===== src/rtl/txuart_arbiter.sv =====
// Round-robin arbiter sharing one txuart transmitter among NREQ character sources.
// A grant lasts for a whole message, a MAX_BURST-character burst, or until the owner idles HOLD_TIMEOUT cycles.
module txuart_arbiter #(
  parameter int unsigned NREQ         = 4,
  parameter int unsigned MAX_BURST    = 16,
  parameter int unsigned HOLD_TIMEOUT = 1024
) (
  input  logic              i_clk,
  input  logic              i_reset_n,
  input  logic [NREQ-1:0]   i_req_stb,
  input  logic [8*NREQ-1:0] i_req_data,
  input  logic [NREQ-1:0]   i_req_last,
  output logic [NREQ-1:0]   o_req_busy,
  output logic [NREQ-1:0]   o_grant,
  output logic              o_tx_stb,
  output logic [7:0]        o_tx_data,
  input  logic              i_tx_busy
);

  localparam int unsigned IW        = $clog2(NREQ);
  localparam logic [7:0]  BURST_END = 8'(MAX_BURST - 1);
  localparam logic [15:0] IDLE_END  = 16'(HOLD_TIMEOUT - 1);

  typedef enum logic {IDLE, OWNED} state_t;

  state_t        state, state_nx;
  logic [IW-1:0] owner, owner_nx;
  logic [IW-1:0] last_owner, last_owner_nx;
  logic [7:0]    burst_cnt, burst_cnt_nx;
  logic [15:0]   idle_cnt, idle_cnt_nx;
  logic [IW-1:0] pick, idx;
  logic          found;
  logic [7:0]    req_data [NREQ];

  always_comb begin
    for (int unsigned k = 0; k < NREQ; k++) begin
      req_data[k] = i_req_data[8*k +: 8];
    end
  end

  // First pending requester after last_owner, wrapping modulo NREQ.
  always_comb begin
    pick  = '0;
    idx   = '0;
    found = 1'b0;
    for (int unsigned i = 1; i <= NREQ; i++) begin
      idx = IW'((32'(last_owner) + i) % NREQ);
      if (!found && i_req_stb[idx]) begin
        pick  = idx;
        found = 1'b1;
      end
    end
  end

  always_comb begin
    state_nx      = state;
    owner_nx      = owner;
    last_owner_nx = last_owner;
    burst_cnt_nx  = burst_cnt;
    idle_cnt_nx   = idle_cnt;
    o_grant       = '0;
    o_tx_stb      = 1'b0;
    o_tx_data     = '0;
    o_req_busy    = '1;
    case (state)
      IDLE: begin
        if (found) begin
          state_nx     = OWNED;
          owner_nx     = pick;
          burst_cnt_nx = '0;
          idle_cnt_nx  = '0;
        end
      end
      OWNED: begin
        o_grant[owner]    = 1'b1;
        o_tx_stb          = i_req_stb[owner];
        o_tx_data         = req_data[owner];
        o_req_busy[owner] = i_tx_busy;
        if (i_req_stb[owner]) begin
          idle_cnt_nx = '0;
          if (!i_tx_busy) begin
            // The final accept of a grant clears rather than increments, keeping burst_cnt within MAX_BURST-1.
            if (i_req_last[owner] || burst_cnt == BURST_END) begin
              state_nx      = IDLE;
              last_owner_nx = owner;
              burst_cnt_nx  = '0;
            end else begin
              burst_cnt_nx = burst_cnt + 8'd1;
            end
          end
        end else if (idle_cnt == IDLE_END) begin
          state_nx      = IDLE;
          last_owner_nx = owner;
        end else begin
          idle_cnt_nx = idle_cnt + 16'd1;
        end
      end
      default: state_nx = IDLE;
    endcase
  end

  always_ff @(posedge i_clk or negedge i_reset_n) begin
    if (!i_reset_n) begin
      state      <= IDLE;
      owner      <= '0;
      last_owner <= IW'(NREQ - 1);
      burst_cnt  <= '0;
      idle_cnt   <= '0;
    end else begin
      state      <= state_nx;
      owner      <= owner_nx;
      last_owner <= last_owner_nx;
      burst_cnt  <= burst_cnt_nx;
      idle_cnt   <= idle_cnt_nx;
    end
  end

endmodule

===== config.mk =====
export PLATFORM = sky130hd
export DESIGN_NAME = txuart_arbiter
export DESIGN_NICKNAME = d
export VERILOG_FILES = /design/src/rtl/txuart_arbiter.sv
export SDC_FILE = /design/constraint.sdc
export NUM_CORES = 1
export LEC_CHECK = 0
export BUFFER_PORTS_ARGS = -buffer_cell sky130_fd_sc_hd__buf_2
export CAP_MARGIN = 20
export CELL_PAD_IN_SITES_DETAIL_PLACEMENT = 0
export CELL_PAD_IN_SITES_GLOBAL_PLACEMENT = 1
export CORE_ASPECT_RATIO = 1.5
export CORE_MARGIN = 5
export CORE_UTILIZATION = 39
export DETAILED_ROUTE_END_ITERATION = 8
export PLACE_DENSITY = 0.86
export SLEW_MARGIN = 20
export SYNTH_ARGS = -nofsm -noshare
export SYNTH_HDL_FRONTEND = slang
export SYNTH_SLANG_ARGS = --single-unit

===== constraint.sdc =====
create_clock -name i_clk -period 2.4 [get_ports i_clk]
set_input_delay 0.24 -clock i_clk [delete_from_list [all_inputs] [get_ports i_clk]]
set_output_delay 0.24 -clock i_clk [all_outputs]
set_load 0.01 [all_outputs]

==> metrics.txt <==
area share of the largest cell type after synthesis 33.3%; CTS tree built; Post-CTS Setup Inserts 0; final worst path period share 85.2%; clock-pin slew on the worst setup and hold paths ~0.060 ns; TritonCTS sink count 29; hold crit path type in -> async; Skew-Pair Late Insertion Delay 0.28 ns; final hold violation count 27; critical path capture point type flop; cell row count 32; Port Buffer Count between 50 and 60; most common cell after layout, fill and taps aside buf_2; core box area roughly 5100 sq um; Top-Level Pins 60; Netlist Area Pre-Place 2030 sq um; worst path required time 2.56 ns; TNS Setup 0 ns; Pre-Repair DR Iteration Count 4; most frequent cells in the layout buf_2, dfrtp_1, nand2_1; post-layout util 48.5%; Worst Tran Pin Value about 0.65 ns; Avg WL per Cell between 15 and 20 um; Tot Pwr approximately 2.2 mW; initial antenna violation count 0; DIE AREA 6770 sq um; Syn-to-layout area delta 21.5%; max cap viols 0; Synth Flop Type dfrtp_1; RSZ-0062 raised after global routing false; kind of critical path reg -> reg; total grt overflow 0; Cell variety after synth 50; Avg Inst Size Synth 9.52 sq um; WP buf/inv 0; PostCTS Resize Cnt 0; failing checks negative hold slack; Rel. slew slack 56.8%; worst-path fanout max 7; layout cells sized above 1 34.9%; n_diodes 0; Synth area leaders dfrtp_1, mux4_2, o21ai_0; first-pass GRT wire length 8570 um; Routability Congestion roughly 0.84; synth warn 0; Post-synth ARST share 100%; worst reg2reg setup slack 0.36 ns; total CTS buffers 5; Final setup viols 0; Fillers 501; DRT Wirelength 5310 um; Max Transition Viols Final 0; register bit total from synthesis 29; Final min period 2.04 ns; DRT antenna net count 0; Syn Inst Count between 200 and 250; fmax 0.489 GHz; Vias between 1,500 and 2,000; Post-route DRC 0; clk buf depth 2; Root Driver clkbuf_8; Die Y 98.3 um; status finished with violations; CTS Hold Buffers Added 0; largest net degree at the start of global routing 30; register area share after synthesis 35.9%; power density over cell area 907 nW/um^2; iteration-0 DRC count of the detailed router 47; leading area contributor after synthesis dfrtp_1; Crit path arrival time around 2.2 ns; nets@finish 319; largest stage delay on the critical path about 0.43 ns; hold slack -0.0180 ns; LEAKAGE around 1.1 nW; Worst Setup Start Kind flop; DP Wirelength 4210 um; Peak VDD IR 0.330 mV; crit-path cells ha_1, and4_1, and4_1, a21oi_1, a21oi_1, a31o_2; skew final ~0.0075 ns; Starting Density 39.9%; syn nets roughly 260; vias per cell 5.47; Top Family by Delay on Critical Path compound AO/OA/AOI/OAI gates; number of global-route vias before repair 1,922; number of flops mapped to enable cells by yosys 0; Slowest-stage cell, CP dfrtp_1; H-Tree Level Count 2; Die W 68.9 um; GR Util All Layers 16.3%
[state kept, by name, summed over array words and instances, names as in the netlist]
register	flops
owner	2
state	1
burst_cnt	8
last_owner	2
idle_cnt	16
[cell families (layout without fill, tap and decap cells)]
kind of cell               count (synthesis)  after routing  synth area share, %
DFF                                       29             29                 35.9
AOI/OAI and AO/OA                         51             51                 17.8
buffers and inverters                     15             77                 4.07
and+or+nand+nor                           95             95                 25.3
xor gates and xnor gates                   7              7                 3.02
adders and majority gates                  2              2                 1.23
muxes                                     14             14                 12.7
[metrics by stage]
stage	setup slack (ns)	area [sq um]	std cells
final	0.356	2460	343
after floorplan	0.427	2030	213
after CTS	0.362	2460	343
after global placement	0.454	2380	335
after global routing	0.235	2460	343
after detailed placement	0.378	2380	335
[cells in the mapped netlist, types with 2 or more instances]
library cell  number
a31oi_1            2
buf_4              2
dfstp_2            2
o31ai_1            3
and3_1             4
or3_1              2
a21o_1             2
nor2b_1            5
nand2b_1           4
and2_1             8
nor4_1             6
clkbuf_1           3
nor2_1            19
ha_1               2
nand4_1            3
nand3_1            8
nor3b_1            2
buf_2              3
and4_1             3
dfrtp_1           27
nor3_1             3
mux4_2             9
a22o_1             6
buf_6              2
xnor2_1            7
mux2_2             4
a21oi_1            9
inv_1              5
nand2_1           20
o21ai_0           18
[area by class of cell]
class / count / area, sq um / area share [%]
Clock buffer: 6 / 72.6 / 2.94
Clock inverter: 2 / 10.0 / 0.406
Inverter: 5 / 18.8 / 0.761
Multi-Input combinational cell: 169 / 1220 / 49.4
Sequential cell: 29 / 728 / 29.5
Tap cell: 68 / 85.1 / 3.45
Timing Repair Buffer: 64 / 333 / 13.5
[report_power, final]
part	leakage [nW]	internal (mW)	total (mW)	switching [mW]
Combinational	0.672	0.544	1.19	0.645
Clock	0.0450	0.200	0.380	0.179
Sequential	0.388	0.567	0.666	0.0991
[worst paths after layout]
kind / cells past startpoint / from / to
min in group i_clk: 3 / i_req_stb[3] / owner[1]$_DFFE_PN0P_
max in group asynchronous: 1 / i_reset_n / burst_cnt[2]$_DFFE_PN0P_
worst max-delay path: 6 / idle_cnt[0]$_DFFE_PN0P_ / idle_cnt[9]$_DFFE_PN0P_
worst max register to register: 6 / idle_cnt[0]$_DFFE_PN0P_ / idle_cnt[9]$_DFFE_PN0P_
worst min register to register: 1 / idle_cnt[8]$_DFFE_PN0P_ / idle_cnt[8]$_DFFE_PN0P_
worst min-delay path: 1 / i_reset_n / idle_cnt[6]$_DFFE_PN0P_
[per-layer routing]
layer / track usage, % / vias up / wire length, um
met5: 0 / - / 0
met4: 6.61 / 0 / 148
met3: 2.76 / 13 / 511
met2: 31.5 / 81 / 2740
met1: 16.1 / 871 / 1910
li1: - / 912 / -
No activity file was read; power rests on OpenSTA's default activity.
